### src/rtl/pipe_pkg.sv
// -----------------------------------------------------------------------------
// pipe_pkg
//
// Shared types and constants for the generic inter-stage pipeline register.
//
//   pipe_state_t     : occupancy state of a pipe_stage_reg (EMPTY / ONE / FULL)
//   RV_NOP           : RISC-V canonical NOP (addi x0, x0, 0), used as the
//                      bubble value of the IF/ID boundary
//   state_occupancy  : maps a state to its entry count (0..2)
// -----------------------------------------------------------------------------
package pipe_pkg;

    typedef enum logic [1:0] {
        EMPTY = 2'd0,
        ONE   = 2'd1,
        FULL  = 2'd2
    } pipe_state_t;

    localparam logic [31:0] RV_NOP = 32'h0000_0013;

    // Encoding-independent decode, so the state encoding can change without
    // touching the occupancy output.
    function automatic logic [1:0] state_occupancy(input pipe_state_t state);
        logic [1:0] occ;
        case (state)
            EMPTY:   occ = 2'd0;
            ONE:     occ = 2'd1;
            FULL:    occ = 2'd2;
            default: occ = 2'd0;
        endcase
        return occ;
    endfunction

endpackage : pipe_pkg

### src/rtl/pipe_stage_reg.sv
// -----------------------------------------------------------------------------
// pipe_stage_reg
//
// Parametrised pipeline register with valid/ready handshake, flush-to-bubble
// and an optional two-entry skid buffer. Used at every CPU stage boundary
// with WIDTH equal to that boundary's packed payload.
//
// Parameters
//   WIDTH   payload width in bits
//   SKID    1: two entries (main + skid), in_ready decoded from state only
//           0: single entry, in_ready = !out_valid | out_ready
//   BUBBLE  value presented on out_data whenever out_valid = 0
//
// Ports
//   clk        rising-edge clock
//   reset      synchronous, active-high; same effect as flush, higher priority
//   flush      empty the register; any same-cycle accepted input is dropped
//   in_valid   upstream payload valid
//   in_ready   register can accept this cycle
//   in_data    upstream payload
//   out_valid  out_data holds a payload
//   out_ready  downstream accepts this cycle
//   out_data   payload to next stage (always the main register)
//   occupancy  number of held entries, 0..2
// -----------------------------------------------------------------------------
module pipe_stage_reg
    import pipe_pkg::*;
#(
    parameter int               WIDTH  = 32,
    parameter bit               SKID   = 1'b1,
    parameter logic [WIDTH-1:0] BUBBLE = '0
) (
    input  logic             clk,
    input  logic             reset,
    input  logic             flush,
    input  logic             in_valid,
    output logic             in_ready,
    input  logic [WIDTH-1:0] in_data,
    output logic             out_valid,
    input  logic             out_ready,
    output logic [WIDTH-1:0] out_data,
    output logic [1:0]       occupancy
);

    pipe_state_t      state_q, state_d;
    logic [WIDTH-1:0] main_q,  main_d;
    logic             in_fire;
    logic             out_fire;

    // Outputs are pure functions of registered state: no path from
    // in_valid/in_data to any output.
    assign out_valid = (state_q != EMPTY);
    assign out_data  = main_q;
    assign occupancy = state_occupancy(state_q);

    assign in_fire  = in_valid & in_ready;
    assign out_fire = out_valid & out_ready;

    generate
        if (SKID) begin : g_skid
            logic [WIDTH-1:0] skid_q, skid_d;

            // Registered ready: depends on state only, which breaks the
            // out_ready -> in_ready chain across stages.
            assign in_ready = (state_q != FULL);

            always_comb begin
                // NOTE: every signal assigned here gets a default first so no
                // path through the branches can leave it unassigned (latch).
                state_d = state_q;
                main_d  = main_q;
                skid_d  = skid_q;

                if (flush) begin
                    state_d = EMPTY;
                    main_d  = BUBBLE;
                    skid_d  = BUBBLE;
                end else begin
                    case (state_q)
                        EMPTY: begin
                            if (in_fire) begin
                                state_d = ONE;
                                main_d  = in_data;
                            end
                        end
                        ONE: begin
                            if (in_fire && out_fire) begin
                                main_d = in_data;
                            end else if (in_fire) begin
                                // Downstream stalled: park the new payload
                                // behind the one already on out_data.
                                state_d = FULL;
                                skid_d  = in_data;
                            end else if (out_fire) begin
                                state_d = EMPTY;
                                main_d  = BUBBLE;
                            end
                        end
                        FULL: begin
                            // in_ready is low here, so only draining happens.
                            if (out_fire) begin
                                state_d = ONE;
                                main_d  = skid_q;
                                skid_d  = BUBBLE;
                            end
                        end
                        default: begin
                            state_d = EMPTY;
                            main_d  = BUBBLE;
                            skid_d  = BUBBLE;
                        end
                    endcase
                end
            end

            // NOTE: the skid register is reset even though it is not visible
            // on any port, so an empty skid slot always holds BUBBLE and a
            // FULL->ONE move can never promote an unknown value.
            always_ff @(posedge clk) begin
                if (reset) begin
                    skid_q <= BUBBLE;
                end else begin
                    skid_q <= skid_d;
                end
            end
        end else begin : g_single
            // Classic single-entry stage: accept when empty or when the held
            // entry leaves in the same cycle.
            assign in_ready = ~out_valid | out_ready;

            always_comb begin
                state_d = state_q;
                main_d  = main_q;

                if (flush) begin
                    state_d = EMPTY;
                    main_d  = BUBBLE;
                end else if (in_fire) begin
                    state_d = ONE;
                    main_d  = in_data;
                end else if (out_fire) begin
                    state_d = EMPTY;
                    main_d  = BUBBLE;
                end
            end
        end
    endgenerate

    // NOTE: state registers use non-blocking assignment so every flop samples
    // the pre-edge values regardless of process evaluation order.
    always_ff @(posedge clk) begin
        if (reset) begin
            state_q <= EMPTY;
            main_q  <= BUBBLE;
        end else begin
            state_q <= state_d;
            main_q  <= main_d;
        end
    end

endmodule : pipe_stage_reg

### config.mk
export PLATFORM = sky130hd
export DESIGN_NAME = pipe_stage_reg
export DESIGN_NICKNAME = d
export VERILOG_FILES = /design/src/rtl/pipe_pkg.sv /design/src/rtl/pipe_stage_reg.sv
export SDC_FILE = /design/constraint.sdc
export NUM_CORES = 1
export LEC_CHECK = 0
export CAP_MARGIN = 5
export CORE_MARGIN = 5
export CORE_UTILIZATION = 40
export DETAILED_ROUTE_END_ITERATION = 6
export HOLD_SLACK_MARGIN = 0.05
export PLACE_DENSITY = 0.7
export SLEW_MARGIN = 0
export SYNTH_ARGS = -nofsm -noshare
export SYNTH_HDL_FRONTEND = slang
export SYNTH_SLANG_ARGS = --single-unit
### constraint.sdc
create_clock -name clk -period 1.4 [get_ports clk]
set_input_delay 0.28 -clock clk [delete_from_list [all_inputs] [get_ports clk]]
set_output_delay 0.28 -clock clk [all_outputs]
set_load 0.02 [all_outputs]
==> results.py, run 1 <==
metrics = {
    "outcome": {
        "violations": "negative setup slack",
        "run_status": "finished, violations left",
    },
    "worst_hold_path": {
        "hold_path_depth": 3,
        "min_path_type": "primary input to flop",
        "worst_hold_path.endpoint": "state_q[0]$_SDFFE_PP0P_",
        "start_point_of_the_worst_hold_path": "out_ready",
    },
    "yosys": {
        "synth_cell_type_count": 25,
        "number_of_instances_in_the_synthesized_netlist": 346,
        "synth.yosys.warnings": 0,
        "synth.net_count": 383,
        "yosys.area.top_type": "sky130_fd_sc_hd__dfxtp_1",
        "register_bit_total_from_synthesis": 66,
        "avgSynthCellArea_sq_um": 8.552,
        "synth.yosys.seq_area_share": 0.4465,
        "netlist.area_leader.share": 0.4465,
        "ys_top_cells_by_area": "sky130_fd_sc_hd__dfxtp_1 (45%), sky130_fd_sc_hd__nand2_1 (12%), sky130_fd_sc_hd__a221o_1 (11%), sky130_fd_sc_hd__nand3b_1 (8.1%), sky130_fd_sc_hd__a31oi_1 (6.8%)",
        "synth_area_sq_um": 2959,
    },
    "power_and_ir_drop": {
        "vdd_drop_max_v": 0.0004340,
        "power_density_nw_per_um2": 894.4,
        "cellLeakagePower_uw": 0.001633,
    },
    "die": {
        "rows": 31,
        "top_level_ports": 73,
        "initial_utilization": 0.4102,
        "fp.dieW_um": 96.01,
        "dieArea_sq_um": 9218,
        "floorplan.core_area_sq_um": 7214,
        "dieHeight_um": 96.01,
    },
    "worst_setup_path": {
        "critical_path_cell_count": 3,
        "crit_required_ns": 1.12,
        "crit_path_top_delay_cell": "sky130_fd_sc_hd__dfxtp_4",
        "critPathKind": "flop to output port",
        "crit_arrival_ns": 1.20,
        "r2r_start": "state_q[0]$_SDFFE_PP0P_",
        "crit_path_max_fanout": 4,
        "startpoint": "state_q[0]$_SDFFE_PP0P_",
        "startpoint_class_of_the_critical_path": "flop",
        "crit_buf_inv": 2,
        "worst_path_largest_cell_delay_ns": 0.36,
        "crit_path_cell_trace": "buf_4 > or2_4 > buf_6",
        "worst_setup_path_end_kind": "output port",
        "timing.rr.end": "out_data[12]$_SDFFE_PP0P_",
        "rr_worst_depth": 6,
        "critical-path-top-delay-family": "flip-flops",
        "worst-r2r-setup-slack_ns": -0.08,
    },
    "sta": {
        "rsz0062_at_grt": "true",
        "timing.final.max_slew_violations": 0,
        "min_period_ns": 1.485,
        "timing.final.hold_violations": 0,
        "postLayoutSetupSlackWorst_ns": -0.08458,
        "slew-limit-headroom": 0.8287,
        "finClkSkew_ns": 0.008010,
        "period_share": 1.060,
        "finalSetupTns_ns": -2.107,
        "setup_violations": 56,
        "hold_ws_ns": 0.3560,
        "max_freq_mhz": 673.6,
        "worst_slew_pin_slew_ns": 0.2570,
    },
    "global_routing": {
        "global_route_wire_length_before_repair_um": 14960,
        "grt_pass1_vias": 3008,
        "grt_max_degree": 23,
        "antenna_found_initial": 0,
        "grt.total_usage": 0.2111,
        "grt_remaining_overflow": 0,
    },
    "clocking": {
        "cts_max_path_buffers": 2,
        "clk_root_buffer_cell": "sky130_fd_sc_hd__clkbuf_8",
        "worst_skew_pair.late_latency_ns": 0.35,
        "cts_tree": "built",
        "postCtsHoldBufs": 0,
        "cts_htree_levels": 3,
        "clk_pin_slew_ns": 0.07,
        "cts-buffers-inserted": 9,
        "numClockSinks": 66,
    },
    "route": {
        "drtAntennaViolNets": 0,
        "route.detailed.vias_per_inst": 5.590,
        "routed_wire_length_per_instance_um": 17.40,
        "drt-initial-drc-count": 274,
        "finalWirelength_um": 9498,
        "drt_drc_violations_left": 0,
        "routed_vias": 3052,
        "drt_first_pass_iters": 4,
    },
    "finish": {
        "post_route_cells_drive_above_1_share": 0.1996,
        "finalNonFillerCells": 546,
        "seq_area_sq_um": 1329,
        "area_delta_synth_final_pct": 48.50,
        "final_net_count": 478,
        "layout.filler_cells": 621,
        "multi_input_area_sq_um": 1535,
    },
    "place": {
        "cell_count_post_placement": 509,
        "finalWeightedCongestion": 0.8196,
        "port-buffer-count": 72,
        "hpwlAfterDp_um": 5793,
    },
    "flow_run": {
        "maxCapViolations": 0,
    },
}
logic make-up (layout without fill, tap and decap cells):
family | after synthesis | count (layout) | synth area share
simple gates | 173 | 173 | 0.2871
mux | 2 | 2 | 0.008455
other cells | 0 | 1 | 0
compound gates | 68 | 68 | 0.1890
flops | 66 | 66 | 0.4465
buf+inv | 37 | 137 | 0.06892
power breakdown:
part	leakage, uW	switching [uW]	internal [uW]
combinational	0.00100	294	300
clock	0.0000927	757	637
sequential	0.000536	26.1	1920
total	0.00163	1080	2850
how the worst max path moves through the flow:
| stage | to | slack (ns) |
|---|---|---|
| 2_1_floorplan | occupancy[1] | 0.06 |
| 3_3_place_gp | out_data[7]$_SDFFE_PP0P_ | -0.38 |
| 3_5_place_dp | out_data[17]$_SDFFE_PP0P_ | -0.42 |
| 4_1_cts | out_valid | -0.1 |
| 5_1_grt | g_skid.skid_q[16]$_SDFFE_PP0P_ | -0.14 |
| 6_report | out_valid | -0.08 |
worst reg2reg max path, stage by stage (launching register included):
cell	delay, ns
sky130_fd_sc_hd__dfxtp_4	0.36
sky130_fd_sc_hd__buf_6	0.12
sky130_fd_sc_hd__mux2_4	0.20
sky130_fd_sc_hd__o22ai_4	0.09
sky130_fd_sc_hd__buf_6	0.14
sky130_fd_sc_hd__buf_12	0.13
sky130_fd_sc_hd__a221o_1	0.33
sequential cells by signal, indices dropped and copies added (netlist names):
name           count
g_skid.skid_q     32
out_data          32
state_q            2
metal layers:
layer | track usage | share of wire | up-vias
li1 | - | - | 1449
met1 | 0.2688 | 0.42 | 1457
met2 | 0.3295 | 0.49 | 131
met3 | 0.04457 | 0.078 | 15
met4 | 0.1197 | 0.017 | 0
met5 | 0 | 0 | -
placed cells by master (no fill, tap or decap), types with 2 or more instances in the layout:
cell | netlist | routed
sky130_fd_sc_hd__buf_6 | 4 | 15
sky130_fd_sc_hd__nand2_1 | 96 | 92
sky130_fd_sc_hd__clkinv_2 | 0 | 4
sky130_fd_sc_hd__nand3b_1 | 32 | 32
sky130_fd_sc_hd__dfxtp_1 | 66 | 64
sky130_fd_sc_hd__nand2_2 | 0 | 2
sky130_fd_sc_hd__dfxtp_4 | 0 | 2
sky130_fd_sc_hd__buf_8 | 0 | 6
sky130_fd_sc_hd__a21oi_1 | 2 | 2
sky130_fd_sc_hd__a221o_1 | 32 | 32
sky130_fd_sc_hd__dlygate4sd2_1 | 0 | 34
sky130_fd_sc_hd__clkdlybuf4s50_1 | 0 | 32
sky130_fd_sc_hd__nand2_4 | 0 | 2
sky130_fd_sc_hd__buf_16 | 0 | 3
sky130_fd_sc_hd__a31oi_1 | 32 | 30
sky130_fd_sc_hd__nor2b_4 | 0 | 2
sky130_fd_sc_hd__buf_4 | 4 | 25
sky130_fd_sc_hd__buf_12 | 0 | 2
sky130_fd_sc_hd__clkinv_4 | 0 | 3
sky130_fd_sc_hd__nor3_1 | 32 | 32
sky130_fd_sc_hd__a31oi_4 | 0 | 2
sky130_fd_sc_hd__clkbuf_8 | 0 | 9
timing repair:
item	CTS	global route
buffers inserted	13	2
cloned	7	1
gates resized for setup	93	21
endpoints found under the setup margin	100	68
pin swaps	13	16
final cells by class:
type	instances	share of cell area
clock inverters	7	0.01054
inverters	1	0.0008542
flip-flops and latches	66	0.3024
diodes	1	0.0005695
repair buffers	120	0.2799
clock buffers	9	0.02819
multi-input cells	243	0.3494
well taps	99	0.02819
through the flow:
stage                       util  total power, uW  cell area, sq um  worst slack [ns]
after floorplan                -             2221              2959           0.06022
after global placement    0.5350             2498              3860           -0.3807
after detailed placement  0.5350             2502              3860           -0.4229
after CTS                 0.5952             3941              4294          -0.09801
after global routing      0.6087             4079              4392           -0.1378
final                     0.6091             3930              4394          -0.08458
cell usage after synthesis:
cell type	count
sky130_fd_sc_hd__o32ai_1	1
sky130_fd_sc_hd__nor4bb_1	1
sky130_fd_sc_hd__dfxtp_1	66
sky130_fd_sc_hd__buf_4	4
sky130_fd_sc_hd__nand2b_1	2
sky130_fd_sc_hd__o22ai_4	1
sky130_fd_sc_hd__nor3b_2	1
sky130_fd_sc_hd__a31oi_1	32
sky130_fd_sc_hd__a21oi_1	2
sky130_fd_sc_hd__or3_1	2
sky130_fd_sc_hd__a221o_1	32
sky130_fd_sc_hd__mux2i_1	1
sky130_fd_sc_hd__nor2b_2	1
sky130_fd_sc_hd__or2_2	2
sky130_fd_sc_hd__buf_6	4
sky130_fd_sc_hd__nor2_1	2
sky130_fd_sc_hd__nor2b_1	2
sky130_fd_sc_hd__nor3_1	32
sky130_fd_sc_hd__buf_2	16
sky130_fd_sc_hd__inv_1	1
sky130_fd_sc_hd__mux2_4	1
sky130_fd_sc_hd__buf_1	1
sky130_fd_sc_hd__nand3b_1	32
sky130_fd_sc_hd__clkbuf_1	11
sky130_fd_sc_hd__nand2_1	96
Note: power is estimated with default switching activity, not from simulation.
==> inputs of run 2 (changes only) <==
PLACE_DENSITY = 0.67   (was 0.7)
clock period = 1.44 ns   (was 1.4 ns; I/O delays follow)
==> run 2 against run 1 <==
- the run still ends with negative setup slack left
- clock power up 9%
- hold slack better by 0.065 ns
- combinational power down 6.2%
- first-iteration DRC count down 49%
- critical endpoint unchanged
==> results.py, run 2 (same netlist as run 1, synthesis figures left out) <==
metrics = {
    "outcome": {
        "run_status": "finished, violations left",
        "violations": "negative setup slack",
    },
    "route": {
        "drt-initial-drc-count": 140,
        "routed_wire_length_per_instance_um": 16.00,
        "drt_first_pass_iters": 4,
        "drtAntennaViolNets": 0,
        "route.detailed.vias_per_inst": 5.407,
        "finalWirelength_um": 8767,
        "routed_vias": 2963,
        "drt_drc_violations_left": 0,
    },
    "sta": {
        "worst_slew_pin_slew_ns": 0.2818,
        "min_period_ns": 1.495,
        "finalSetupTns_ns": -0.5991,
        "timing.final.max_slew_violations": 0,
        "slew-limit-headroom": 0.8121,
        "timing.final.hold_violations": 0,
        "setup_violations": 24,
        "finClkSkew_ns": 0.005128,
        "period_share": 1.038,
        "rsz0062_at_grt": "true",
        "postLayoutSetupSlackWorst_ns": -0.05521,
        "max_freq_mhz": 668.8,
    },
    "worst_setup_path": {
        "crit_buf_inv": 2,
        "critPathKind": "flop to output port",
        "critical_path_cell_count": 3,
        "crit_path_cell_trace": "buf_4 > or2_4 > buf_6",
        "worst_path_largest_cell_delay_ns": 0.36,
        "rr_worst_depth": 6,
        "crit_path_max_fanout": 4,
        "crit_arrival_ns": 1.21,
        "critical-path-top-delay-family": "flip-flops",
        "crit_required_ns": 1.15,
        "crit_path_top_delay_cell": "sky130_fd_sc_hd__dfxtp_4",
        "startpoint_class_of_the_critical_path": "flop",
        "worst_setup_path_end_kind": "output port",
    },
    "clocking": {
        "clk_root_buffer_cell": "sky130_fd_sc_hd__clkbuf_8",
        "cts_tree": "built",
        "cts_htree_levels": 3,
        "cts_max_path_buffers": 2,
        "postCtsHoldBufs": 0,
        "worst_skew_pair.late_latency_ns": 0.34,
        "cts-buffers-inserted": 9,
        "clk_pin_slew_ns": 0.07,
        "numClockSinks": 66,
    },
    "power_and_ir_drop": {
        "p_switching_uw": 969.6,
        "combinationalPowerShare": 0.141,
        "power_density_nw_per_um2": 906.2,
        "intPower_uw": 2983,
        "vdd_drop_max_v": 0.0006426,
        "switching_share": 0.2453,
        "share_seq_of_total_power": 0.477,
        "cellLeakagePower_uw": 0.001630,
        "pwr-share-clk": 0.382,
    },
    "finish": {
        "area_delta_synth_final_pct": 47.40,
        "final_net_count": 482,
        "post_route_cells_drive_above_1_share": 0.1915,
        "layout.filler_cells": 630,
        "diodes": 0,
        "fin_util": 0.6046,
        "mostFrequentLayoutCells": "sky130_fd_sc_hd__nand2_1 (96), sky130_fd_sc_hd__dfxtp_1 (64), sky130_fd_sc_hd__buf_4 (34), sky130_fd_sc_hd__dlygate4sd2_1 (34), sky130_fd_sc_hd__clkdlybuf4s50_1 (33)",
        "most_frequent_standard_cell_in_the_layout_excluding_fill_and_tap_cells": "sky130_fd_sc_hd__nand2_1",
    },
    "place": {
        "finalWeightedCongestion": 0.8054,
        "hpwlAfterDp_um": 5626,
        "port-buffer-count": 72,
    },
    "global_routing": {
        "grt.total_usage": 0.1972,
        "grt_pass1_vias": 2930,
        "grt_remaining_overflow": 0,
        "antenna_found_initial": 0,
        "global_route_wire_length_before_repair_um": 14190,
        "grt_max_degree": 38,
    },
    "die": {
        "top_level_ports": 73,
        "dieHeight_um": 96.01,
        "fp.dieW_um": 96.01,
        "dieArea_sq_um": 9218,
        "rows": 31,
        "floorplan.core_area_sq_um": 7214,
        "initial_utilization": 0.4102,
    },
    "flow_run": {
        "maxCapViolations": 0,
    },
    "worst_hold_path": {
        "hold_path_depth": 3,
        "min_path_type": "primary input to flop",
    },
}
==> run 2: stage by stage <==
stage	setup slack (ns)	area (sq um)	total power [uW]	cells	hold slack, ns
floorplan	0.09222	2959	2159	346	0.4262
global placement	-0.4165	3918	2438	515	0.4703
detailed placement	-0.4436	3918	2441	515	0.4732
CTS	-0.1048	4300	3972	544	0.4069
global route	-0.1113	4362	4103	548	0.4389
finish	-0.05521	4362	3952	548	0.4211
==> run 2: per-layer routing <==
metal / track usage / share of wire
met2: 0.3163 / 0.48
met3: 0.05317 / 0.058
met4: 0.05095 / 0.011
met1: 0.2619 / 0.45
met5: 0 / 0
==> run 2: final cells by class <==
cell class | instances | area, sq um | area share
Tap cell | 99 | 123.9 | 0.02840
Timing Repair Buffer | 124 | 1234 | 0.2828
Multi-Input combinational cell | 243 | 1486 | 0.3408
Clock inverter | 3 | 40.04 | 0.009180
Sequential cell | 66 | 1329 | 0.3046
Inverter | 1 | 3.754 | 0.0008606
Clock buffer | 12 | 145.1 | 0.03328
==> run 2: power groups by stage <==
stage / Sequential (uW) / Clock, uW / Combinational (uW)
2_1_floorplan: 1960 / 0 / 196
3_3_place_gp: 1930 / 0 / 508
3_5_place_dp: 1930 / 0 / 511
4_1_cts: 1890 / 1540 / 547
5_1_grt: 1890 / 1620 / 594
6_report: 1890 / 1510 / 557
==> run 2: final timing paths <==
path | from | to | slack (ns)
max | state_q[0]$_SDFFE_PP0P_ | out_valid | -0.06
min | out_ready | state_q[1]$_SDFFE_PP0P_ | 0.42
max reg2reg | state_q[0]$_SDFFE_PP0P_ | out_data[22]$_SDFFE_PP0P_ | -0.05
min reg2reg | out_data[5]$_SDFFE_PP0P_ | out_data[5]$_SDFFE_PP0P_ | 0.48
==> run 2: timing repair <==
item	4_1_cts	5_1_grt
setup buffers	11	5
cloned	4	2
endpoints found under the setup margin	77	67
pin swaps	30	11
resized for setup	78	13
==> run 2: tightest hold or removal path, delay by kind of cell <==
kind          cells  cell delay (ns)
buf+inv           1             0.16
simple gates      2             0.26
==> inputs of run 3 (changes only) <==
CORE_ASPECT_RATIO = 0.8   (was unset)
==> run 3 against run 2 <==
- the flow still finishes with violations (negative setup slack)
- die area is 0.11% higher
- non-clock buffer count down 9
- design area shrank 1.5%
- utilization is 1.5 points lower
- routed wire length increased by 5.3%
- final cell count shrank 3.3%
==> results.py, run 3 (same netlist as run 1, synthesis figures left out) <==
metrics = {
    "outcome": {
        "run_status": "finished, violations left",
        "violations": "negative setup slack",
    },
    "flow_run": {
        "maxCapViolations": 0,
    },
    "finish": {
        "final_net_count": 473,
        "area_delta_synth_final_pct": 45.20,
        "most_frequent_standard_cell_in_the_layout_excluding_fill_and_tap_cells": "sky130_fd_sc_hd__nand2_1",
        "post_route_cells_drive_above_1_share": 0.1909,
        "final_design_area_no_fill_sq_um": 4297,
        "diodes": 0,
        "mostFrequentLayoutCells": "sky130_fd_sc_hd__nand2_1 (89), sky130_fd_sc_hd__dfxtp_1 (64), sky130_fd_sc_hd__dlygate4sd2_1 (35)",
    },
    "worst_setup_path": {
        "startpoint_class_of_the_critical_path": "flop",
        "worst-r2r-setup-slack_ns": -0.06,
        "crit_path_max_fanout": 8,
        "worst_setup_path_end_kind": "flop",
        "crit_arrival_ns": 1.78,
        "crit_buf_inv": 2,
        "timing.rr.end": "out_data[6]$_SDFFE_PP0P_",
        "rr_worst_depth": 5,
        "critPathKind": "flop to flop",
        "crit_required_ns": 1.73,
        "r2r_start": "state_q[0]$_SDFFE_PP0P_",
        "worst_path_largest_cell_delay_ns": 0.37,
        "crit_path_top_delay_cell": "sky130_fd_sc_hd__dfxtp_4",
        "crit_path_cell_trace": "buf_6 > mux2_4 > o22ai_4 > buf_8 > a221o_1",
        "critical-path-top-delay-family": "compound AO/OA/AOI/OAI gates",
    },
    "global_routing": {
        "grt_max_degree": 37,
        "antenna_found_initial": 0,
        "grt.total_usage": 0.2051,
        "global_route_wire_length_before_repair_um": 14940,
        "grt_remaining_overflow": 0,
        "grt_pass1_vias": 2897,
    },
    "clocking": {
        "cts_max_path_buffers": 2,
        "numClockSinks": 66,
        "clk_root_buffer_cell": "sky130_fd_sc_hd__clkbuf_8",
        "postCtsHoldBufs": 0,
        "worst_skew_pair.late_latency_ns": 0.34,
        "cts_tree": "built",
        "clk_pin_slew_ns": 0.07,
        "cts-buffers-inserted": 9,
        "cts_htree_levels": 3,
    },
    "sta": {
        "worst_slew_pin_slew_ns": 0.3921,
        "slew-limit-headroom": 0.7386,
        "timing.final.max_slew_violations": 0,
        "finClkSkew_ns": 0.005048,
        "min_period_ns": 1.496,
        "max_freq_mhz": 668.3,
        "rsz0062_at_grt": "true",
        "timing.final.hold_violations": 0,
        "postLayoutSetupSlackWorst_ns": -0.05628,
        "period_share": 1.039,
        "setup_violations": 53,
        "finalSetupTns_ns": -1.657,
    },
    "power_and_ir_drop": {
        "vdd_drop_max_v": 0.0005662,
        "cellLeakagePower_uw": 0.001584,
        "power_density_nw_per_um2": 892.4,
    },
    "route": {
        "drt_first_pass_iters": 4,
        "routed_wire_length_per_instance_um": 17.42,
        "routed_vias": 2995,
        "route.detailed.vias_per_inst": 5.651,
        "finalWirelength_um": 9234,
        "drt-initial-drc-count": 216,
        "drtAntennaViolNets": 0,
        "drt_drc_violations_left": 0,
    },
    "die": {
        "top_level_ports": 73,
        "rows": 28,
        "dieHeight_um": 86.93,
        "fp.dieW_um": 106.2,
        "dieArea_sq_um": 9228,
        "initial_utilization": 0.4061,
        "floorplan.core_area_sq_um": 7287,
    },
    "worst_hold_path": {
        "hold_path_depth": 3,
        "min_path_type": "primary input to flop",
        "start_point_of_the_worst_hold_path": "out_ready",
        "worst_hold_path.endpoint": "state_q[1]$_SDFFE_PP0P_",
    },
    "place": {
        "port-buffer-count": 72,
        "finalWeightedCongestion": 0.7970,
        "hpwlAfterDp_um": 5322,
        "postPlaceCellArea_sq_um": 3834,
    },
}
[run 3: what timing repair did]
item,CTS,global route
setup buffers,11,3
setup endpoints to repair,100,68
cloned,6,1
resized for setup,82,24
pin swaps,21,13
[run 3: report_power, final]
group / internal, uW / leakage (uW) / total (uW) / switching (uW)
Combinational: 276 / 0.000956 / 560 / 284
Clock: 701 / 0.0000920 / 1390 / 685
Sequential: 1860 / 0.000536 / 1890 / 25.1
Total: 2840 / 0.00158 / 3830 / 994
[run 3: routing by layer]
metal / track usage / vias to the layer above / routed length [um] / part of all wire
met2: 0.3358 / 95 / 4425 / 0.48
met4: 0.05529 / 0 / 93 / 0.010
met5: 0 / - / 0 / 0
met1: 0.2646 / 1444 / 4108 / 0.44
li1: - / 1448 / - / -
met3: 0.06301 / 8 / 607 / 0.066
[run 3: worst max path at each step]
| stage | end | from | cells after the start | slack (ns) |
|---|---|---|---|---|
| CTS | out_valid | state_q[1]$_SDFFE_PP0P_ | 3 | -0.06 |
| finish | out_data[6]$_SDFFE_PP0P_ | state_q[0]$_SDFFE_PP0P_ | 5 | -0.06 |
| detailed placement | g_skid.skid_q[6]$_SDFFE_PP0P_ | in_valid | 5 | -0.37 |
| floorplan | occupancy[1] | state_q[0]$_SDFFE_PP0P_ | 5 | 0.09 |
| global route | out_data[1]$_SDFFE_PP0P_ | state_q[0]$_SDFFE_PP0P_ | 5 | -0.11 |
| global placement | g_skid.skid_q[4]$_SDFFE_PP0P_ | in_valid | 5 | -0.34 |
[run 3: through the flow]
step | utilization | setup WS, ns | cells | power (uW) | hold WS [ns]
finish | 0.5896 | -0.05628 | 530 | 3834 | 0.3826
global route | 0.5896 | -0.1101 | 530 | 3987 | 0.3744
floorplan | - | 0.09222 | 346 | 2159 | 0.4262
CTS | 0.5814 | -0.06214 | 529 | 3856 | 0.3698
global placement | 0.5261 | -0.3419 | 498 | 2422 | 0.4688
detailed placement | 0.5261 | -0.3737 | 498 | 2424 | 0.4723
[run 3: worst register-to-register path, delay by kind of cell, from the launching register on]
family / cells / cell delay [ns]
buf+inv: 2 / 0.31
flops: 1 / 0.37
mux: 1 / 0.31
compound gates: 2 / 0.45
[run 3: cell type report]
type	instances	area [sq um]
Sequential cell	66	1329
Timing Repair Buffer	115	1152
Multi-Input combinational cell	243	1529
Clock buffer	12	155.1
Fill cell	665	2990
Clock inverter	3	15.01
Inverter	1	3.754
Tap cell	90	112.6
